[config.mk]
export PLATFORM = sky130hd
export DESIGN_NAME = divby_sweep_ctrl
export DESIGN_NICKNAME = d
export VERILOG_FILES = /design/src/rtl/divby_sweep_ctrl.sv
export SDC_FILE = /design/constraint.sdc
export NUM_CORES = 1
export LEC_CHECK = 0
export CORE_MARGIN = 2
export CORE_UTILIZATION = 35
export CTS_CLUSTER_DIAMETER = 100
export CTS_CLUSTER_SIZE = 12
export DETAILED_ROUTE_END_ITERATION = 7
export HOLD_SLACK_MARGIN = 0.1
export PLACE_DENSITY = 0.69
export SYNTH_ARGS = -nofsm -noshare
export SYNTH_HDL_FRONTEND = slang
export SYNTH_SLANG_ARGS = --single-unit
[constraint.sdc]
create_clock -name clk -period 2.1 [get_ports clk]
set_input_delay 0.21 -clock clk [delete_from_list [all_inputs] [get_ports clk]]
set_output_delay 0.21 -clock clk [all_outputs]
set_load 0.05 [all_outputs]
[src/rtl/divby_sweep_ctrl.sv]
// Sweeps an inclusive range [lo, hi] through an external divisible-by-3-or-5 checker,
// streams every matching value over valid/ready, counts matches and pulses done at the end.
module divby_sweep_ctrl #(
  parameter int WIDTH = 4,
  parameter int CNT_W = 5
) (
  input  logic             clk,
  input  logic             rst,
  input  logic             start,
  input  logic [WIDTH-1:0] lo,
  input  logic [WIDTH-1:0] hi,
  output logic [WIDTH-1:0] chk_val,
  input  logic             chk_hit,
  output logic [WIDTH-1:0] out_val,
  output logic             out_valid,
  input  logic             out_ready,
  output logic             busy,
  output logic             done,
  output logic [CNT_W-1:0] hit_count,
  output logic             err
);

  typedef enum logic [1:0] {
    IDLE  = 2'd0,
    PROBE = 2'd1,
    EMIT  = 2'd2,
    FIN   = 2'd3
  } state_t;

  state_t           state, state_d;
  logic [WIDTH-1:0] lo_q, lo_d;
  logic [WIDTH-1:0] hi_q, hi_d;
  logic [WIDTH-1:0] cur, cur_d;
  logic [WIDTH-1:0] out_val_q, out_val_d;
  logic             out_valid_q, out_valid_d;
  logic [CNT_W-1:0] hit_q, hit_d;
  logic             err_q, err_d;

  always_ff @(posedge clk) begin
    if (rst) begin
      state       <= IDLE;
      lo_q        <= '0;
      hi_q        <= '0;
      cur         <= '0;
      out_val_q   <= '0;
      out_valid_q <= 1'b0;
      hit_q       <= '0;
      err_q       <= 1'b0;
    end else begin
      state       <= state_d;
      lo_q        <= lo_d;
      hi_q        <= hi_d;
      cur         <= cur_d;
      out_val_q   <= out_val_d;
      out_valid_q <= out_valid_d;
      hit_q       <= hit_d;
      err_q       <= err_d;
    end
  end

  // cur is compared with hi_q before it is incremented, so the sweep never wraps past the top.
  always_comb begin
    state_d     = state;
    lo_d        = lo_q;
    hi_d        = hi_q;
    cur_d       = cur;
    out_val_d   = out_val_q;
    out_valid_d = out_valid_q;
    hit_d       = hit_q;
    err_d       = err_q;

    case (state)
      IDLE: begin
        if (start) begin
          lo_d  = lo;
          hi_d  = hi;
          hit_d = '0;
          err_d = 1'b0;
          if (lo > hi) begin
            err_d   = 1'b1;
            state_d = FIN;
          end else begin
            cur_d   = lo;
            state_d = PROBE;
          end
        end
      end
      PROBE: begin
        if (chk_hit) begin
          out_val_d   = cur;
          out_valid_d = 1'b1;
          hit_d       = hit_q + CNT_W'(1);
          state_d     = EMIT;
        end else if (cur == hi_q) begin
          state_d = FIN;
        end else begin
          cur_d = cur + WIDTH'(1);
        end
      end
      EMIT: begin
        if (out_ready) begin
          out_valid_d = 1'b0;
          if (cur == hi_q) begin
            state_d = FIN;
          end else begin
            cur_d   = cur + WIDTH'(1);
            state_d = PROBE;
          end
        end
      end
      FIN: begin
        state_d = IDLE;
      end
      default: begin
        state_d = IDLE;
      end
    endcase
  end

  assign chk_val   = cur;
  assign out_val   = out_val_q;
  assign out_valid = out_valid_q;
  assign hit_count = hit_q;
  assign err       = err_q;
  assign busy      = (state == PROBE) || (state == EMIT);
  assign done      = (state == FIN);

endmodule
== After elaboration in Yosys (flattened, before gate mapping) ==
Cells that the tools add are included.

* Bits in registers: 21
* Bits of input ports: 13
* Word-level logic and storage cells: 51

* Add/subtract/negate cells: 2
* Order comparisons: 1
* Equality and inequality tests: 10
* Muxes and demuxes: 20
* Reductions and logical operators: 11

{| class="wikitable"
|+ Operators by type and width
! kind !! number
|-
| 4-bit 2-to-1 mux || 5
|-
| 2-bit 2-to-1 mux || 6
|-
| 4-bit case mux with 3 select lines || 1
|-
| 5-bit 2-to-1 mux || 2
|-
| 2-bit inequality test, second input constant || 5
|-
| 5-bit case mux with 2 select lines || 1
|-
| 3-bit AND reduction || 3
|-
| 2-bit case mux with 4 select lines || 1
|-
| 5-bit by 1-bit adder with 5-bit output, second input constant || 1
|-
| 5-bit AND reduction || 1
|-
| 4-bit by 1-bit adder with 4-bit output, second input constant || 1
|-
| 2-bit == test, second input constant || 2
|-
| 4-bit == test || 1
|-
| 4-bit greater-than comparator || 1
|-
| 2-bit AND reduction || 2
|-
| 2-bit nonzero test || 2
|-
| 1-bit 2-to-1 mux || 3
|-
| 3-bit inequality test, second input constant || 1
|-
| 3-bit nonzero test || 1
|-
| 2-bit by 1-bit == test with 1-bit output, second input constant || 1
|-
| 2-bit logical NOT || 1
|-
| 1-bit case mux with 2 select lines || 1
|-
| 1-bit logical OR || 1
|}

== Longest topological paths before layout ==
* Depth in word-level cells: 4
* Gate-level depth with buffers: 8
* Gate-level depth less buffers: 7

== Least setup slack after synthesis ==
OpenSTA, ideal clock, no wires.

* Path type: register to register
* From: register state[1]
* To: register cur[0], in the netlist chk_val[0]
* Setup time: 0.087 ns
* Data arrival time: 1.969 ns
* Required time: 2.013 ns
* Path slack: 0.044 ns
* Cell stages (with the launch flop): 7
* Buffers on the path: 1
* Clock period less this slack: 2.056 ns
* Cell sequence: dfxtp_1 inv_1 ha_1 clkbuf_1 a31oi_1 or4b_1 o31ai_1

* Longest elaborated chain between the ends: 3
* Elaborated cells between the ends (all ways): 10
* Classes of those cells: 6 x eq/ne; 1 x mux; 3 x reduce/logical

{| class="wikitable"
|+ Ends and longest elaborated chain
! element !! RTL line !! text
|-
| start, declared || 30 || <nowiki>state_t state, state_d;</nowiki>
|-
| start signal, assigned || 50 || <nowiki>state <= state_d;</nowiki>
|-
| 2-bit by 1-bit == test with 1-bit output, or another cell as far along || 72 || <nowiki>case (state)</nowiki>
|-
| 2-bit inequality test (no line) or 3-bit nonzero test (tied branches) || - ||
|-
| 5-bit AND reduction (no line) || - ||
|-
| end signal, assigned || 53 || <nowiki>cur <= cur_d;</nowiki>
|-
| end, declared || 33 || <nowiki>logic [WIDTH-1:0] cur, cur_d;</nowiki>
|}

Parallel ways exist; a longest one is shown, timed or not.
A chain may end at the register's enable or synchronous reset.

== Final worst setup path ==
* From: register state[1]
* To: output port done

* Longest elaborated chain between the ends: 1

{| class="wikitable"
|+ Ends and longest elaborated chain
! element !! RTL line !! text
|-
| 2-bit == test || 126 || <nowiki>assign done = (state == FIN);</nowiki>
|-
| end, declared || 18 || <nowiki>output logic done,</nowiki>
|}

Every way passes these cells.

==> reports/metrics.yaml <==
power_mw: 2.114
setup_violations: 0
die_w_um: 63.04
antenna_left: 0
vias_per_cell: 5.045
path_class: "register to primary output"
synth_async_sr_flop_share_pct: 0
postCtsSetupBuffers: 0
synth.most_common_cell: "dfxtp_1"
numCtsBuffers: 3
clk_path_buf_depth: 2
worst_slew_pin_slew_ps: 507.5
synth_area_um2: 1220
slew_headroom_pct: 66.06
synth_top_area_share_pct: 34.46
fin_crit_ps: 1935
synthAdderAreaFrac_pct: 11.28
cp_max_fo: 5
synth_ff_type: "dfxtp_1"
synth_edf_count: 0
grt_pass1_vias: 1097
drive_above_1_share_pct: 8.427
path_cells: "ha_1 -> clkdlybuf4s50_1"
cts_resized: 0
drv_cap: 0
num_vias: 1130
start_util_pct: 36.56
nets: 203
holdBufCountCts: 0
insertion_delay_ps: 310
gr-total-overflow: 0
required_ps: 1890
io_buffers: 29
syn_area_per_cell_um2: 8.413
dieArea_um2: 3974
pre_cts_ws_ps: 2.484
clkSlewWorstSetupHoldPaths_ps: 120
synth_top_family_by_area: "simple AND/OR/NAND/NOR gates"
clock-sinks: 21
syn2layout_area_growth_pct: 32.21
wl_per_cell_um: 12.49
synth-compound-area-share_pct: 18.26
fin_crit_sh_pct: 92.12
grt_usage_pct: 14.77
endpoint_kind: "primary output"
leakagePower_nw: 0.6375
grt_pass1_wl_um: 4692
ys_ff_latch: 21
drc: 0
htree_levels: 1
drt_iter0_markers: 39
clock_tree.root_cell: "clkbuf_4"
core_area_um2: 3337
die_y_um: 63.04
ir_drop_uv: 965.3
synth_fp_nets: 169
arrival_ps: 1720
antennaDiodeCount: 0
power_density_nw_per_um2: 1311
fmax_mhz: 516.9
tritoncts: "yes"
yosys_warnings: 0
dr.pass1.iters: 4
slew_violations: 0
synthDistinctLibCells: 36
synth_mux_area_share_pct: 2.564
slowest_stage: "clkdlybuf4s50_1"
outcome: "finished, final reports clean"
antenna_found_initial: 0
gp_congestion: 0.7871
num_rows: 21
startpoint_type: "register"
syn_inst: 145
final_hold_viol_count: 0
fin_setup_tns_ps: 0
synthTopCellsByCount: "21 x dfxtp_1, 16 x nand2_1, 14 x a21oi_1"
postLayoutSetupSlackWorst_ps: 165.4
dp_hpwl_um: 2196
critPathMaxStageDelay_ps: 800
synth_seq_area_share_pct: 34.46
io-pin-count: 30
finalClockSkew_ps: 1.388
synth-simple-area-share_pct: 21.85
post-synth-top-area-cell: "dfxtp_1"
n_fill_cell: 328
yosys-top-cells-area: "dfxtp_1 34%, ha_1 11%, a21oi_1 5.7%"
rsz0062_at_grt: "no"
min_path_type: "register to register"
grt_max_degree: 21
wl_um: 2798
synthXorXnorAreaFrac_pct: 5.744
[placed cells by master (no fill, tap or decap), drive strengths merged]
| master | n |
|---|---|
| a211o | 2 |
| a211oi | 3 |
| a21boi | 2 |
| a21o | 2 |
| a21oi | 15 |
| a221oi | 1 |
| a31oi | 2 |
| and2 | 1 |
| and4 | 1 |
| buf | 7 |
| clkbuf | 3 |
| clkdlybuf4s50 | 28 |
| clkinv | 1 |
| dfxtp | 21 |
| ha | 11 |
| inv | 9 |
| mux2 | 1 |
| mux2i | 2 |
| nand2 | 16 |
| nand2b | 4 |
| nand3 | 12 |
| nand4 | 4 |
| nor2 | 8 |
| nor2b | 3 |
| nor3 | 2 |
| o211ai | 3 |
| o21ai | 3 |
| o21bai | 1 |
| o31ai | 1 |
| or4b | 1 |
| xnor2 | 4 |
| xor2 | 4 |
[power breakdown]
part / internal, mW / total [mW] / switching, mW
Clock: 0.0711 / 0.200 / 0.129
Sequential: 0.482 / 0.576 / 0.0939
Combinational: 0.550 / 1.34 / 0.788
[metal layers]
| metal | GRT usage [%] | routed length, um | vias up |
|---|---|---|---|
| met5 | 0 | 0 | - |
| met1 | 17.62 | 1284 | 517 |
| li1 | - | - | 576 |
| met3 | 3.784 | 135 | 4 |
| met2 | 25.66 | 1347 | 33 |
| met4 | 4.722 | 29 | 0 |
[through the flow]
step | util (%) | area, um2 | hold slack, ps | instances
final | 48.33 | 1613 | 472.5 | 224
after global routing | 48.33 | 1613 | 483.5 | 224
after CTS | 48.33 | 1613 | 472.3 | 224
after detailed placement | 47.51 | 1585 | 454.8 | 220
after global placement | 47.51 | 1585 | 450.4 | 220
after floorplan | - | 1220 | 357.5 | 145
[cell families after synthesis]
| family | count (synthesis) |
|---|---|
| flops | 21 |
| simple gates | 52 |
| compound gates | 35 |
| mux | 3 |
| fa+ha+maj | 11 |
| xor+xnor | 8 |
| buf+inv | 15 |
[sequential cells by signal, indices dropped and copies added (netlist names)]
register	cells
err	1
hit_count	5
state	2
out_valid	1
out_val	4
hi_q	4
chk_val	4
[final timing paths]
kind / startpoint / to / slack [ps] / cells after the start
min: out_val[1] / out_val[1] / 470 / 2
max reg2reg: state[1] / chk_val[0] / 240 / 6
max: state[1] / done / 170 / 2
min reg2reg: out_val[1] / out_val[1] / 470 / 2
[area by class of cell]
class | instances | area [um2] | share of cell area [%]
Sequential cell | 21 | 420.4 | 26.07
Clock buffer | 3 | 22.52 | 1.396
Tap cell | 46 | 57.56 | 3.569
Inverter | 9 | 33.78 | 2.095
Clock inverter | 1 | 5.005 | 0.3103
Multi-Input combinational cell | 109 | 728.2 | 45.15
Timing Repair Buffer | 35 | 345.3 | 21.41
[critical path: cells and delay by family (launching register included)]
kind | cells | cell delay, ps
fa+ha+maj | 1 | 200
buf+inv | 1 | 800
flops | 1 | 410
No activity file was read; power rests on OpenSTA's default activity.
